$ cat src/rtl/multi_channel_timer.sv
// Multi-channel compare timer: shared free-running counter with NUM_CH compare channels,
// each one-shot or periodic with a sticky W1C pending bit. Define TIMER_PRESCALER_EN for the prescaler.
module multi_channel_timer #(
    parameter int WIDTH   = 64,
    parameter int NUM_CH  = 4,
    parameter int PRESC_W = 16
) (
    input  logic              CLK,
    input  logic              RST_N,
    input  logic              wr_en,
    input  logic              rd_en,
    input  logic [5:0]        addr,
    input  logic [31:0]       wdata,
    output logic [31:0]       rdata,
    output logic [31:0]       mtime_h,
    output logic [31:0]       mtime_l,
    output logic [NUM_CH-1:0] timer_int
);
    localparam int HI_W = WIDTH - 32;
    localparam logic [WIDTH-1:0] CMP_RESET = '1;

    logic              run_reg;
    logic [WIDTH-1:0]  mtime_reg;
    logic [WIDTH-1:0]  mtime_next;
    logic [WIDTH-1:0]  mtime_inc;
    logic [63:0]       mtime_ext;
    logic [31:0]       shadow_reg;
    logic [31:0]       rdata_reg;
    logic [31:0]       rdata_next;
    logic [31:0]       presc_rd;
    logic [NUM_CH-1:0] pend_reg;
    logic [NUM_CH-1:0] ie_reg;
    logic [NUM_CH-1:0] match;
    logic [NUM_CH-1:0] w1c_mask;
    logic [31:0]       ch_rd [NUM_CH];
    logic              tick;
    logic              advance;
    logic              wr_ctrl;
    logic              wr_clr;
    logic              wr_mtime_l;
    logic              wr_mtime_h;

    assign wr_ctrl    = wr_en && (addr == 6'd0);
    assign wr_clr     = wr_ctrl && wdata[1];
    assign wr_mtime_l = wr_en && (addr == 6'd2);
    assign wr_mtime_h = wr_en && (addr == 6'd3);
    assign w1c_mask   = (wr_en && (addr == 6'd4)) ? wdata[NUM_CH-1:0] : '0;

`ifdef TIMER_PRESCALER_EN
    logic [PRESC_W-1:0] presc_reg;
    logic [PRESC_W-1:0] presc_cnt_reg;

    assign tick     = run_reg && (presc_cnt_reg == presc_reg);
    assign presc_rd = 32'(presc_reg);

    always_ff @(posedge CLK) begin
        if (!RST_N) begin
            presc_reg     <= '0;
            presc_cnt_reg <= '0;
        end else begin
            if (wr_en && (addr == 6'd1))
                presc_reg <= wdata[PRESC_W-1:0];
            if (wr_clr || tick)
                presc_cnt_reg <= '0;
            else if (run_reg)
                presc_cnt_reg <= presc_cnt_reg + PRESC_W'(1);
        end
    end
`else
    assign tick     = run_reg;
    assign presc_rd = '0;
`endif

    // A counter overridden by software this edge is not a real increment, so it cannot match.
    assign mtime_inc = mtime_reg + WIDTH'(1);
    assign advance   = tick && !wr_clr && !wr_mtime_l && !wr_mtime_h;
    assign mtime_ext = 64'(mtime_reg);

    always_comb begin
        mtime_next = mtime_reg;
        if (wr_clr)
            mtime_next = '0;
        else if (wr_mtime_l)
            mtime_next[31:0] = wdata;
        else if (wr_mtime_h)
            mtime_next[WIDTH-1:32] = wdata[HI_W-1:0];
        else if (tick)
            mtime_next = mtime_inc;
    end

    for (genvar gi = 0; gi < NUM_CH; gi++) begin : g_ch
        logic             sel;
        logic             wr_cmp_l;
        logic             wr_cmp_h;
        logic [WIDTH-1:0] cmp_reg;
        logic [31:0]      period_reg;
        logic             periodic_reg;
        logic [63:0]      cmp_ext;

        assign sel      = (addr[5:2] == 4'(gi + 2));
        assign wr_cmp_l = wr_en && sel && (addr[1:0] == 2'd0);
        assign wr_cmp_h = wr_en && sel && (addr[1:0] == 2'd1);
        assign match[gi] = advance && (mtime_inc == cmp_reg);
        assign cmp_ext  = 64'(cmp_reg);

        always_ff @(posedge CLK) begin
            if (!RST_N) begin
                cmp_reg      <= CMP_RESET;
                period_reg   <= '0;
                periodic_reg <= 1'b0;
            end else begin
                if (wr_cmp_l)
                    cmp_reg[31:0] <= wdata;
                else if (wr_cmp_h)
                    cmp_reg[WIDTH-1:32] <= wdata[HI_W-1:0];
                else if (match[gi] && periodic_reg)
                    cmp_reg <= cmp_reg + WIDTH'(period_reg);
                if (wr_en && sel && (addr[1:0] == 2'd2))
                    period_reg <= wdata;
                if (wr_en && sel && (addr[1:0] == 2'd3))
                    periodic_reg <= wdata[0];
            end
        end

        assign ch_rd[gi] = !sel                  ? 32'd0 :
                           (addr[1:0] == 2'd0)   ? cmp_ext[31:0] :
                           (addr[1:0] == 2'd1)   ? cmp_ext[63:32] :
                           (addr[1:0] == 2'd2)   ? period_reg :
                                                   {31'd0, periodic_reg};
    end

    always_comb begin
        rdata_next = '0;
        case (addr)
            6'd0: rdata_next = {31'd0, run_reg};
            6'd1: rdata_next = presc_rd;
            6'd2: rdata_next = mtime_ext[31:0];
            6'd3: rdata_next = shadow_reg;
            6'd4: rdata_next = 32'(pend_reg);
            6'd5: rdata_next = 32'(ie_reg);
            default: begin
                for (int c = 0; c < NUM_CH; c++)
                    rdata_next = rdata_next | ch_rd[c];
            end
        endcase
    end

    always_ff @(posedge CLK) begin
        if (!RST_N) begin
            run_reg    <= 1'b0;
            mtime_reg  <= '0;
            pend_reg   <= '0;
            ie_reg     <= '0;
            shadow_reg <= '0;
            rdata_reg  <= '0;
        end else begin
            mtime_reg <= mtime_next;
            // Hardware set is ORed in after the clear so a coincident match keeps the bit.
            pend_reg  <= (pend_reg & ~w1c_mask) | match;
            if (wr_ctrl)
                run_reg <= wdata[0];
            if (wr_en && (addr == 6'd5))
                ie_reg <= wdata[NUM_CH-1:0];
            if (rd_en) begin
                rdata_reg <= rdata_next;
                if (addr == 6'd2)
                    shadow_reg <= mtime_ext[63:32];
            end
        end
    end

    assign rdata     = rdata_reg;
    assign mtime_l   = mtime_ext[31:0];
    assign mtime_h   = mtime_ext[63:32];
    assign timer_int = pend_reg & ie_reg;

endmodule

$ cat config.mk
export PLATFORM = sky130hd
export DESIGN_NAME = multi_channel_timer
export DESIGN_NICKNAME = d
export VERILOG_FILES = /design/src/rtl/multi_channel_timer.sv
export SDC_FILE = /design/constraint.sdc
export NUM_CORES = 2
export LEC_CHECK = 0
export CAP_MARGIN = 25
export CORE_UTILIZATION = 30
export DETAILED_ROUTE_END_ITERATION = 8
export PLACE_DENSITY = 0.51
export SLEW_MARGIN = 20
export SYNTH_ARGS = -nofsm -noshare
export SYNTH_HDL_FRONTEND = slang
export SYNTH_SLANG_ARGS = --single-unit
$ cat constraint.sdc
create_clock -name CLK -period 10.26 [get_ports CLK]
set_input_delay 1.539 -clock CLK [delete_from_list [all_inputs] [get_ports CLK]]
set_output_delay 1.539 -clock CLK [all_outputs]
set_load 0.01 [all_outputs]
==> flow_summary.toml <==
[route]
drcViolationCount = 0
drt-initial-drc-count = 9670
via_per_inst = 6.648
ant_nets = 0
drt-wirelength-per-cell_um = 38.76
drtPass1Iterations = 9
vias = 52100
wirelength_um = 303700

[global_route]
track_usage = 0.4026
globalRouteOverflowTotal = 0
grt_pass1_wl_um = 404100
antenna_found_initial = 41
grt_max_degree = 90
first_global_vias = 46060

[placed_design]
dpl.cell_count = 7679
dp_hpwl_um = 225800
globalplace.congestion = 1.188
numPortBuffers = 141

[min_path]
hp-class = "reg -> reg"

[setup_path]
cp.required_ns = 10.82
crit_type = "reg -> reg"
arrival_ns = 8.02
cp_max_fo = 15
start_kind = "flip-flop"
crit_path_end_kind = "flip-flop"

[sta]
worst_pin_slew_ns = 1.332
fin_skew_ns = 0.04689
layout_min_cycle_time_ns = 7.458
rsz0062_at_grt = "no"
setup-violations-final = 0
hold_viol_final = 0
relSlewSlack = 0.1024
fin_setup_tns_ns = 0
post-route-period-util = 0.7269
slew_violations = 0
fmax_mhz = 134.1

[clocking]
post-cts-setup-buffers = 0
insertion_delay_ns = 0.73
hold_buffers = 0
cts.repair.resized = 0
cts_tree = "done"
cts.path.max_buffers = 3
path_clk_slew_ns = 0.07
cts-root-buf = "clkbuf_16"
cts_buffers = 71
cts.sinks = 525
cts_htree_levels = 3

[synth]
seq_area_frac_synth = 0.2452
synth_top_cell_area_share = 0.2452
yosysUniqueCellTypes = 99
netlist_area_mm2 = 0.04286
yosysTopAreaCell = "dfxtp_1"
synth_area_leaders = "dfxtp_1 (25%), nand2_1 (8.0%), a21oi_1 (4.9%)"
synth_edf_count = 0
yosysWarnings = 0
postSynth.asyncResetShare = 0
syn_area_per_cell_um2 = 7.217
synth_cells = 5939
syn-num-nets = 6114
synth_ff_type = "dfxtp_1"
ys_ff_latch = 525

[die]
core_mm2 = 0.1416
die_area_mm2 = 0.1444
initial_core_util = 0.3027
pin_count = 142
die_w_um = 380.0
num_rows = 138
die_y_um = 380.0

[finish]
drive_gt1_frac = 0.08528
final_nets = 6041
instances_no_fill = 7837
syn_to_final_growth_pct = 14.56
largest_reg_flops = 256

[power]
power_leakage_nw = 18.03
power_density_mw_per_mm2 = 111.7
ir_worst_vdd_mv = 0.1027

[status]
status = "finished, final reports clean"

[run]
maxCapViolations = 0
==> per-stage QoR <==
step | utilization | total power, mW | area [µm²] | worst slack [ns] | hold slack [ns]
after global placement | 0.3275 | 2.706 | 46370 | 3.030 | 0.4420
after CTS | 0.3459 | 5.461 | 48980 | 3.196 | 0.4545
after floorplan | - | 2.415 | 42860 | 5.595 | 0.4357
after global routing | 0.3464 | 5.582 | 49040 | 2.777 | 0.4751
final | 0.3468 | 5.486 | 49100 | 2.802 | 0.4570
after detailed placement | 0.3281 | 2.706 | 46450 | 3.221 | 0.4461
==> layout make-up <==
cell class,count,area (µm²)
Antenna cell,25,62.56
Clock buffer,88,1921
Clock inverter,41,603.1
Fill cell,15130,92480
Inverter,108,412.9
Multi-Input combinational cell,4791,30100
Sequential cell,525,10510
Tap cell,1890,2365
Timing Repair Buffer,369,3133
==> synth_stat cells, types with 136 or more instances <==
| library cell | count |
|---|---|
| mux2i_1 | 145 |
| nor3_1 | 137 |
| dfxtp_1 | 525 |
| o21ai_0 | 392 |
| nand4_1 | 136 |
| nor2_1 | 450 |
| xor2_1 | 144 |
| clkbuf_1 | 412 |
| nand3_1 | 210 |
| nand2_1 | 916 |
| a21oi_1 | 418 |
| xnor2_1 | 222 |
==> kinds of logic (layout without fill, tap and decap cells) <==
group | Yosys count | in the layout | synth area share
and+or+nand+nor | 2400 | 2400 | 0.2741
AOI/OAI and AO/OA | 1724 | 1724 | 0.2639
buffers and inverters | 623 | 606 | 0.05760
DFF | 525 | 525 | 0.2452
xor gates and xnor gates | 381 | 381 | 0.08270
muxes | 153 | 153 | 0.03702
adders and majority gates | 133 | 133 | 0.03953
other | 0 | 25 | 0
==> critical path, stage by stage (launching register included) <==
cell and delay, ns:
dfxtp_1 0.95, nand4_4 0.49, nor2_1 0.82, nand3_1 0.91
nor3_2 1.08, xnor2_1 0.19, o21ai_0 0.11, a2111oi_0 0.48
and4_1 0.35, nand4_1 0.59, or4_1 0.81, o31ai_1 0.23
nor3b_1 0.21, o21ai_1 0.07
==> worst paths after layout <==
check | start | endpoint | slack [ns] | depth (start not counted)
worst min register to register | shadow_reg[16] | shadow_reg[16] | 0.46 | 2
worst max-delay path | mtime_ext[15] | g_ch[2].cmp_ext[61] | 2.80 | 13
worst min-delay path | shadow_reg[16] | shadow_reg[16] | 0.46 | 2
worst max register to register | mtime_ext[15] | g_ch[2].cmp_ext[61] | 2.80 | 13
==> routing by layer <==
layer | up-vias | part of all wire | global-route usage
met5 | - | 0.00032 | 0
met3 | 869 | 0.14 | 0.1545
li1 | 21670 | - | -
met1 | 25310 | 0.39 | 0.5206
met2 | 4228 | 0.39 | 0.5423
met4 | 16 | 0.080 | 0.2802
==> cells in the final DEF (no fill, tap or decap), drive strengths merged, types with 145 or more instances in the layout <==
cell type  count
nor3         145
buf          236
nand2        919
nor2         458
mux2i        145
xnor2        222
dfxtp        525
a21oi        419
o21ai        414
nand4        145
nand3        213
==> power by group <==
group / switching [mW] / internal (mW) / total [mW]
Combinational: 0.440 / 0.169 / 0.609
Clock: 1.18 / 1.61 / 2.79
Sequential: 0.0354 / 2.05 / 2.09
Note: power is estimated with default switching activity, not from simulation.
